File: src/rtl/time_setter.sv
// Key-driven time editor: synchronizes and debounces three keys, steps hour/minute/second fields, and pulses load on commit.
// Optional auto-repeat on held up/down keys is enabled with `define TIME_SETTER_REPEAT_EN.
module time_setter #(
    parameter logic [19:0] DEBOUNCE_CYCLES = 20'd1000000,
    parameter logic [23:0] REPEAT_CYCLES   = 24'd5000000
) (
    input  logic       clk,
    input  logic       rst_n,
    input  logic       key_mode,
    input  logic       key_up,
    input  logic       key_down,
    input  logic [5:0] hour_now,
    input  logic [5:0] minute_now,
    input  logic [5:0] second_now,
    output logic       set_en,
    output logic [5:0] hour_set,
    output logic [5:0] minute_set,
    output logic [5:0] second_set,
    output logic [1:0] field_sel,
    output logic       load
);

    typedef enum logic [2:0] {IDLE, SET_HOUR, SET_MIN, SET_SEC, COMMIT} state_t;

    state_t      r_state, w_state_nxt;
    logic [2:0]  w_key_raw;
    logic [2:0]  r_sync0, r_sync1, r_db, r_db_d, r_armed;
    logic [1:0]  r_sync_vld;
    logic [19:0] r_db_cnt [3];
    logic [2:0]  w_press;
    logic        w_in_set, w_rpt_up, w_rpt_down, w_up, w_down, w_step_en;
    logic [5:0]  r_hour_set, r_minute_set, r_second_set;

    function automatic logic [5:0] f_inc(input logic [5:0] v, input logic [5:0] vmax);
        if (v > vmax)       return 6'd0;
        else if (v == vmax) return 6'd0;
        else                return v + 6'd1;
    endfunction

    function automatic logic [5:0] f_dec(input logic [5:0] v, input logic [5:0] vmax);
        if (v > vmax)       return 6'd0;
        else if (v == 6'd0) return vmax;
        else                return v - 6'd1;
    endfunction

    // bit 0 = mode, bit 1 = up, bit 2 = down
    assign w_key_raw = {key_down, key_up, key_mode};

    // A key is armed only once it has been seen released after reset,
    // so a key held through reset cannot produce a press.
    always_ff @(posedge clk) begin
        if (!rst_n) begin
            r_sync0    <= '0;
            r_sync1    <= '0;
            r_sync_vld <= '0;
            r_db       <= '0;
            r_db_d     <= '0;
            r_armed    <= '0;
            for (int k = 0; k < 3; k++) r_db_cnt[k] <= '0;
        end else begin
            r_sync0    <= w_key_raw;
            r_sync1    <= r_sync0;
            r_sync_vld <= {r_sync_vld[0], 1'b1};
            r_db_d     <= r_db;
            for (int k = 0; k < 3; k++) begin
                if (r_sync_vld[1] && !r_sync1[k]) r_armed[k] <= 1'b1;
                if (r_sync1[k] == r_db[k]) begin
                    r_db_cnt[k] <= '0;
                end else if (r_db_cnt[k] == DEBOUNCE_CYCLES - 20'd1) begin
                    r_db[k]     <= r_sync1[k];
                    r_db_cnt[k] <= '0;
                end else begin
                    r_db_cnt[k] <= r_db_cnt[k] + 20'd1;
                end
            end
        end
    end

    assign w_press  = r_db & ~r_db_d & r_armed;
    assign w_in_set = (r_state == SET_HOUR) || (r_state == SET_MIN) || (r_state == SET_SEC);

`ifdef TIME_SETTER_REPEAT_EN
    logic [23:0] r_rpt_cnt;
    logic        w_rpt_hold, w_rpt;

    assign w_rpt_hold = w_in_set && ((r_db[1] & r_armed[1]) != (r_db[2] & r_armed[2]));
    assign w_rpt      = w_rpt_hold && (r_rpt_cnt == REPEAT_CYCLES - 24'd1);

    always_ff @(posedge clk) begin
        if (!rst_n || !w_rpt_hold) r_rpt_cnt <= '0;
        else if (w_rpt)            r_rpt_cnt <= '0;
        else                       r_rpt_cnt <= r_rpt_cnt + 24'd1;
    end

    assign w_rpt_up   = w_rpt & r_db[1];
    assign w_rpt_down = w_rpt & r_db[2];
`else
    assign w_rpt_up   = 1'b0 & (REPEAT_CYCLES != 24'd0);
    assign w_rpt_down = 1'b0;
`endif

    assign w_up      = w_press[1] | w_rpt_up;
    assign w_down    = w_press[2] | w_rpt_down;
    assign w_step_en = w_in_set && (w_up != w_down) && !w_press[0];

    always_ff @(posedge clk) begin
        if (!rst_n) r_state <= IDLE;
        else        r_state <= w_state_nxt;
    end

    always_comb begin
        w_state_nxt = r_state;
        set_en      = 1'b0;
        field_sel   = 2'd0;
        load        = 1'b0;
        case (r_state)
            IDLE: begin
                if (w_press[0]) w_state_nxt = SET_HOUR;
            end
            SET_HOUR: begin
                set_en    = 1'b1;
                field_sel = 2'd1;
                if (w_press[0]) w_state_nxt = SET_MIN;
            end
            SET_MIN: begin
                set_en    = 1'b1;
                field_sel = 2'd2;
                if (w_press[0]) w_state_nxt = SET_SEC;
            end
            SET_SEC: begin
                set_en    = 1'b1;
                field_sel = 2'd3;
                if (w_press[0]) w_state_nxt = COMMIT;
            end
            COMMIT: begin
                set_en      = 1'b1;
                load        = 1'b1;
                w_state_nxt = IDLE;
            end
            default: w_state_nxt = IDLE;
        endcase
    end

    always_ff @(posedge clk) begin
        if (!rst_n) begin
            r_hour_set   <= '0;
            r_minute_set <= '0;
            r_second_set <= '0;
        end else if (r_state == IDLE && w_press[0]) begin
            r_hour_set   <= hour_now;
            r_minute_set <= minute_now;
            r_second_set <= second_now;
        end else if (w_step_en) begin
            case (r_state)
                SET_HOUR: r_hour_set   <= w_up ? f_inc(r_hour_set, 6'd23)   : f_dec(r_hour_set, 6'd23);
                SET_MIN:  r_minute_set <= w_up ? f_inc(r_minute_set, 6'd59) : f_dec(r_minute_set, 6'd59);
                SET_SEC:  r_second_set <= w_up ? f_inc(r_second_set, 6'd59) : f_dec(r_second_set, 6'd59);
                default: ;
            endcase
        end
    end

    assign hour_set   = r_hour_set;
    assign minute_set = r_minute_set;
    assign second_set = r_second_set;

endmodule

File: config.mk
export PLATFORM = sky130hd
export DESIGN_NAME = time_setter
export DESIGN_NICKNAME = d
export VERILOG_FILES = /design/src/rtl/time_setter.sv
export SDC_FILE = /design/constraint.sdc
export NUM_CORES = 1
export LEC_CHECK = 0
export CORE_MARGIN = 1
export CORE_UTILIZATION = 45
export DETAILED_ROUTE_END_ITERATION = 10
export DONT_BUFFER_PORTS = 1
export GPL_ROUTABILITY_DRIVEN = 0
export MAX_ROUTING_LAYER = met4
export PLACE_DENSITY = 0.64
export SYNTH_ARGS = -nofsm -noshare
export SYNTH_HDL_FRONTEND = slang
export SYNTH_SLANG_ARGS = --single-unit
File: constraint.sdc
create_clock -name clk -period 4.8 [get_ports clk]
set_input_delay 0.72 -clock clk [delete_from_list [all_inputs] [get_ports clk]]
set_output_delay 0.72 -clock clk [all_outputs]
set_load 0.1 [all_outputs]
Yosys cells after proc, flatten, opt, wreduce, memory -nomap -nowiden
Memory sizes are Yosys's and may differ from the RTL's.
Cells that the tools add are included.
Widths: inputs -> output; s select.
{ "op_classes": {"eq_ne": 18, "shift": 0, "n_mul": 0, "order_cmp": 3, "add_sub_neg": 9, "muxes": 76, "bitwise": 15, "div_mod_pow": 0, "n_reduce_logical": 28} }
{ "ops": {"columns": ["op", "count"], "rows": [
  ["$mux 20", 9],
  ["$mux 6", 24],
  ["$add 20x1->20 const B", 3],
  ["$eq 20x20->1 const B", 3],
  ["$mux 1", 37],
  ["$add 6x1->6 const B", 3],
  ["$logic_not 6->1", 3],
  ["$sub 6x1->6 const B", 3],
  ["$eq 6x6->1 const B", 2],
  ["$gt 6x6->1 const B", 2],
  ["$mux 3", 4],
  ["$pmux 3 s4", 1],
  ["$reduce_and 2->1", 6],
  ["$or 1x1->1", 9],
  ["$ne 2x2->1 const B", 4],
  ["$reduce_bool 2->1", 4],
  ["$and 3x3->3", 2],
  ["$eq 3x2->1 const B", 2],
  ["$eq 6x5->1 const B", 1],
  ["$gt 6x5->1 const B", 1],
  ["$logic_and 1x1->1", 6],
  ["$pmux 2 s3", 1],
  ["$logic_not 1->1", 4],
  ["$reduce_and 4->1", 1],
  ["9 further kinds", 14]
]} }
{ "totals": {"output_inout_bits": 22, "latch_bits": 0, "rom_bits": 0, "in_bits": 23, "memories": 1, "reg_bits": 38, "ramBits": 60, "word_cells": 165} }
{ "mem_list": {"columns": ["name", "depth", "word_bits", "read_ports", "rd_clocked_by_memory_dff", "write_ports", "line_no", "rtl"], "rows": [
  ["r_db_cnt", 3, 20, 3, 0, 3, "29", "logic [19:0] r_db_cnt [3];"]
]} }

Logic depth before layout (Yosys ltp)
{ "depth": {"word_depth": 8, "ltp_mapped": 8, "mapped_depth_nobuf": 7} }

Worst setup path before layout
No wires, ideal clock.
{ "synth_path": {"path_kind": "register to output", "start": "register r_state[1]", "end": "output port load", "stages_incl_launch_ff": 3, "path_buffers": 1, "setup_slack_ns": 1.374, "arrival_time_ns": 2.706, "required_time_ns": 4.080, "cell_sequence": "dfxtp_1 -> clkbuf_1 -> nor3b_1"} }
{ "synth_via": {"elab_chain_len": 2} }
{ "synth_rtl": {"columns": ["element", "line_no", "rtl"], "rows": [
  ["from (decl)", "25", "state_t r_state, w_state_nxt;"],
  ["from (signal assigned)", "108", "else r_state <= w_state_nxt;"],
  ["$eq 3x3->1", "116", "case (r_state)"],
  ["$mux 1", "116", null],
  ["to (decl)", "20", "output logic load"]
]} }
No other way between the ends.

Worst setup path after layout
{ "layout_path": {"start": "register r_db[1]", "end": "register r_minute_set[3], in the netlist minute_set[3]"} }
{ "layout_via": {"elab_chain_len": 7, "word_cells_on_any_way": 11, "classes_between": "eq/ne: 1; mux: 4; bitwise: 2; reduce/logical: 4"} }
{ "layout_rtl": {"columns": ["element", "line_no", "rtl"], "rows": [
  ["from (decl)", "27", "logic [2:0] r_sync0, r_sync1, r_db, r_db_d, r_armed;"],
  ["from (signal, indexed assignment)", "70", "r_db[k] <= r_sync1[k];"],
  ["$and 3x3->3 * (2 in a row)", "79", "assign w_press = r_db & ~r_db_d & r_armed;"],
  ["$ne 1x1->1", "104", "assign w_step_en = w_in_set && (w_up != w_down) && !w_press[0];"],
  ["$logic_and 1x1->1 (2 in a row)", "104", null],
  ["$reduce_bool 2->1 (no source line)", null, null],
  ["$reduce_and 2->1 (no source line)", null, null],
  ["to (signal assigned)", "151", "r_minute_set <= minute_now;"],
  ["to (signal assigned)", "156", "SET_MIN: r_minute_set <= w_up ? f_inc(r_minute_set, 6'd59) : f_dec(r_minute_set, 6'd59);"],
  ["to (decl)", "32", "logic [5:0] r_hour_set, r_minute_set, r_second_set;"]
]} }
Mark *: on every way between the ends. The rest lies on a longest branch, timed or not. The select of a mux whose other input is x is not followed.
A chain may end at the register's enable or synchronous reset.

==> flow_summary_export.csv <==
group,metric,value,unit
synth,yosys.area.top_type,"edfxtp_1",
global_routing,globalRouteTotalUtil,19.31,%
placed_design,port_buffers,0,
clock_network,cts_tree,"built",
run,cap_violations,0,
die,dieArea,13030,um^2
sta,fin_tns_setup,0,ns
detailed_routing,wirelength,11410,um
pwr,irDropWorstVdd,0.1651,mV
sta,max_slew.worst_pin.slew,1.219,ns
clock_network,cts.repair.resized,0,
placed_design,placed_area,6075,um^2
global_routing,grt_max_degree,26,
synth,ys.flop_type,"edfxtp_1",
synth,synthDistinctLibCells,67,
sta,post-route-period-util,60.52,%
synth,synth.area.top_cells,"edfxtp_1 (32%), dfxtp_1 (13%), nor2_1 (6.3%), xor2_1 (6.0%), xnor2_1 (4.2%)",
detailed_routing,routed-wl-met2,5032,um
setup_path,crit_required,5.03,ns
setup_path,worstSetupEndpointType,"flop",
sta,hold_viol,0,
finish,layout-drive-gt1-share,5.926,%
detailed_routing,drt_iter0_drc,199,
synth,syn_inst,617,
clock_network,cts_sinks,98,
die,rows,40,
finish,area_growth,11.94,%
die,top_level_ports,45,
die,die_x,114.2,um
clock_network,clk_path_buf_depth,2,
clock_network,numCtsBuffers,9,
setup_path,crit_slowest_cell,"xnor2_1",
detailed_routing,viasPerCell,5.327,
synth,synth_area,5660,um^2
global_routing,antenna_found_initial,0,
setup_path,slowest_delay,0.89,ns
synth,seq_area_frac_synth,45.27,%
sta,maxSlewViolCount,0,
setup_path,path_max_fanout,25,
sta,rsz0062_at_grt,"false",
setup_path,worstPathArrival,3.13,ns
die,start_util,46.74,%
detailed_routing,vias,4491,
sta,relSlewSlack,18.60,%
detailed_routing,final_antenna_net_count,0,
detailed_routing,first_pass_iters,4,
detailed_routing,wl_met1,5535,um
detailed_routing,dr_wl_met3,591,um
setup_path,path_class,"reg -> reg",
synth,ys_ff_latch,98,
sta,clock.fmax,344.2,MHz
die,die_h,114.2,um
die,core_region_area,12110,um^2
clock_network,cts_setup_buffers,0,
sta,setup_violations,0,
sta,skew,0.005854,ns
global_routing,grt_pass1_wl,19420,um
synth,synth_async_sr_flop_share,0,%
detailed_routing,highest_layer,"met4",
synth,syn_area_per_cell,9.174,um^2
detailed_routing,route.detailed.drc,0,
finish,nFillCells,1163,
synth,yosysTopAreaCellShare,31.83,%
finish,diodes,0,
finish,layout.nets,705,
global_routing,grt_overflow_total,0,
worst_hold_path,hold_class,"in -> reg",
placed_design,hpwl,7960,um
pwr,power_density,261.2,nW/um^2
clock_network,path_clk_slew,0.07,ns
synth,ys_warn_count,0,
setup_path,cp-start-kind,"flop",
detailed_routing,wl_per_cell,13.54,um
setup_path,cp_cell_sequence,"nand3b_1, xnor2_1, o21ai_1, o21ai_0, a31oi_1",
finish,final_area,6336,um^2
pwr,p_leak,2.241,nW
outcome,status,"finished clean",
sta,min_period,2.905,ns
clock_network,holdBufCountCts,0,
clock_network,cts-root-buf,"clkbuf_16",
synth,synth_edf_count,60,
clock_network,insertion_delay,0.35,ns
clock_network,cts_max_level,3,
global_routing,grt_pass1_vias,4133,
report_power, final:
part           leakage, nW  internal [W]  switching, W   total, W
Sequential           0.928      0.000919     0.0000250   0.000944
Combinational         1.18     0.0000200     0.0000299  0.0000498
Clock                0.134      0.000348      0.000313   0.000661
Total                 2.24       0.00129      0.000368    0.00165
stage by stage:
step                hold WS (ns)  total power [W]  cells  utilization [%]  worst slack [ns]
global route              0.3862         0.001721    843            52.31             1.642
global placement          0.4132         0.001009    827            50.16             2.018
floorplan                 0.4119         0.001001    676                -             1.374
CTS                       0.3900         0.001677    843            52.31             1.950
detailed placement        0.4253         0.001011    827            50.16             1.956
finish                    0.4010         0.001655    843            52.31             1.895
worst paths after layout:
path / from / end / slack (ns) / depth (start not counted)
hold reg to reg: r_sync_vld[0] / r_sync_vld[1] / 0.44 / 1
hold / removal: rst_n / r_sync_vld[0] / 0.40 / 0
setup reg to reg: r_db[1] / minute_set[3] / 1.89 / 5
setup / recovery: r_db[1] / minute_set[3] / 1.89 / 5
cells in the mapped netlist, drive strengths merged, types with 3 or more instances:
cell type,n
o31ai,4
a21oi,18
clkbuf,17
a22oi,6
and4,9
inv,19
nor4b,5
nand3,32
xor2,39
nor2,95
a31oi,7
o22ai,4
o31a,3
nand2b,4
and3,9
xnor2,27
dfxtp,38
mux2i,5
ha,12
nand2,57
or3,3
o21a,4
a41oi,3
nor2b,3
nor4,11
o21ai,17
edfxtp,60
nor3,22
nand4,13
nand3b,4
a311oi,3
o211ai,3
buf,13
a211oi,3
and2,15
cell families (layout without fill, tap and decap cells):
group                    Yosys count  after routing  share of synthesized area [%]
flip-flops                        98             98                          45.27
AO/OA/AOI/OAI                     91             91                          10.94
buffers and inverters             49             48                          3.824
other                              1             60                        0.06625
adder cells (fa/ha/maj)           12             12                          2.652
XOR/XNOR                          66             66                          10.21
multiplexers                       5              5                         0.8842
AND/OR/NAND/NOR                  295            295                          26.15
layout by cell type (no fill, tap or decap), drive strengths merged, types with 6 or more instances in the layout:
cell,count
nor2,95
edfxtp,60
conb,60
nand2,57
xor2,39
dfxtp,38
nand3,32
xnor2,27
nor3,22
inv,20
a21oi,18
o21ai,17
and2,15
nand4,13
ha,12
buf,12
clkbuf,11
nor4,11
and4,9
and3,9
a31oi,7
a22oi,6
metal layers:
metal | GRT usage [%] | up-vias
li1 | - | 2250
met1 | 25.18 | 2122
met2 | 29.05 | 102
met3 | 3.388 | 17
met4 | 9.437 | 0
met5 | - | -
state kept, by name, indices dropped and copies added (netlist names):
| signal | cells |
|---|---|
| r_db_cnt | 60 |
| r_sync1 | 3 |
| r_sync_vld | 2 |
| second_set | 6 |
| r_db | 3 |
| r_db_d | 3 |
| hour_set | 6 |
| r_state | 3 |
| r_armed | 3 |
| r_sync0 | 3 |
| minute_set | 6 |
area by class of cell:
type	count	area (um^2)	area share [%]
clock buffers	10	229.0	3.614
clock inverters	6	32.53	0.5134
inverters	19	71.32	1.126
multi-input cells	529	3115	49.17
flip-flops and latches	98	2562	40.44
well taps	168	210.2	3.318
repair buffers	13	115.1	1.817
worst max-delay path, delay by kind of cell (launching register included):
family	cells	cell delay [ns]
DFF	1	0.40
and+or+nand+nor	1	0.72
xor gates and xnor gates	1	0.89
AOI/OAI and AO/OA	3	0.76
Note: power is estimated with default switching activity, not from simulation.
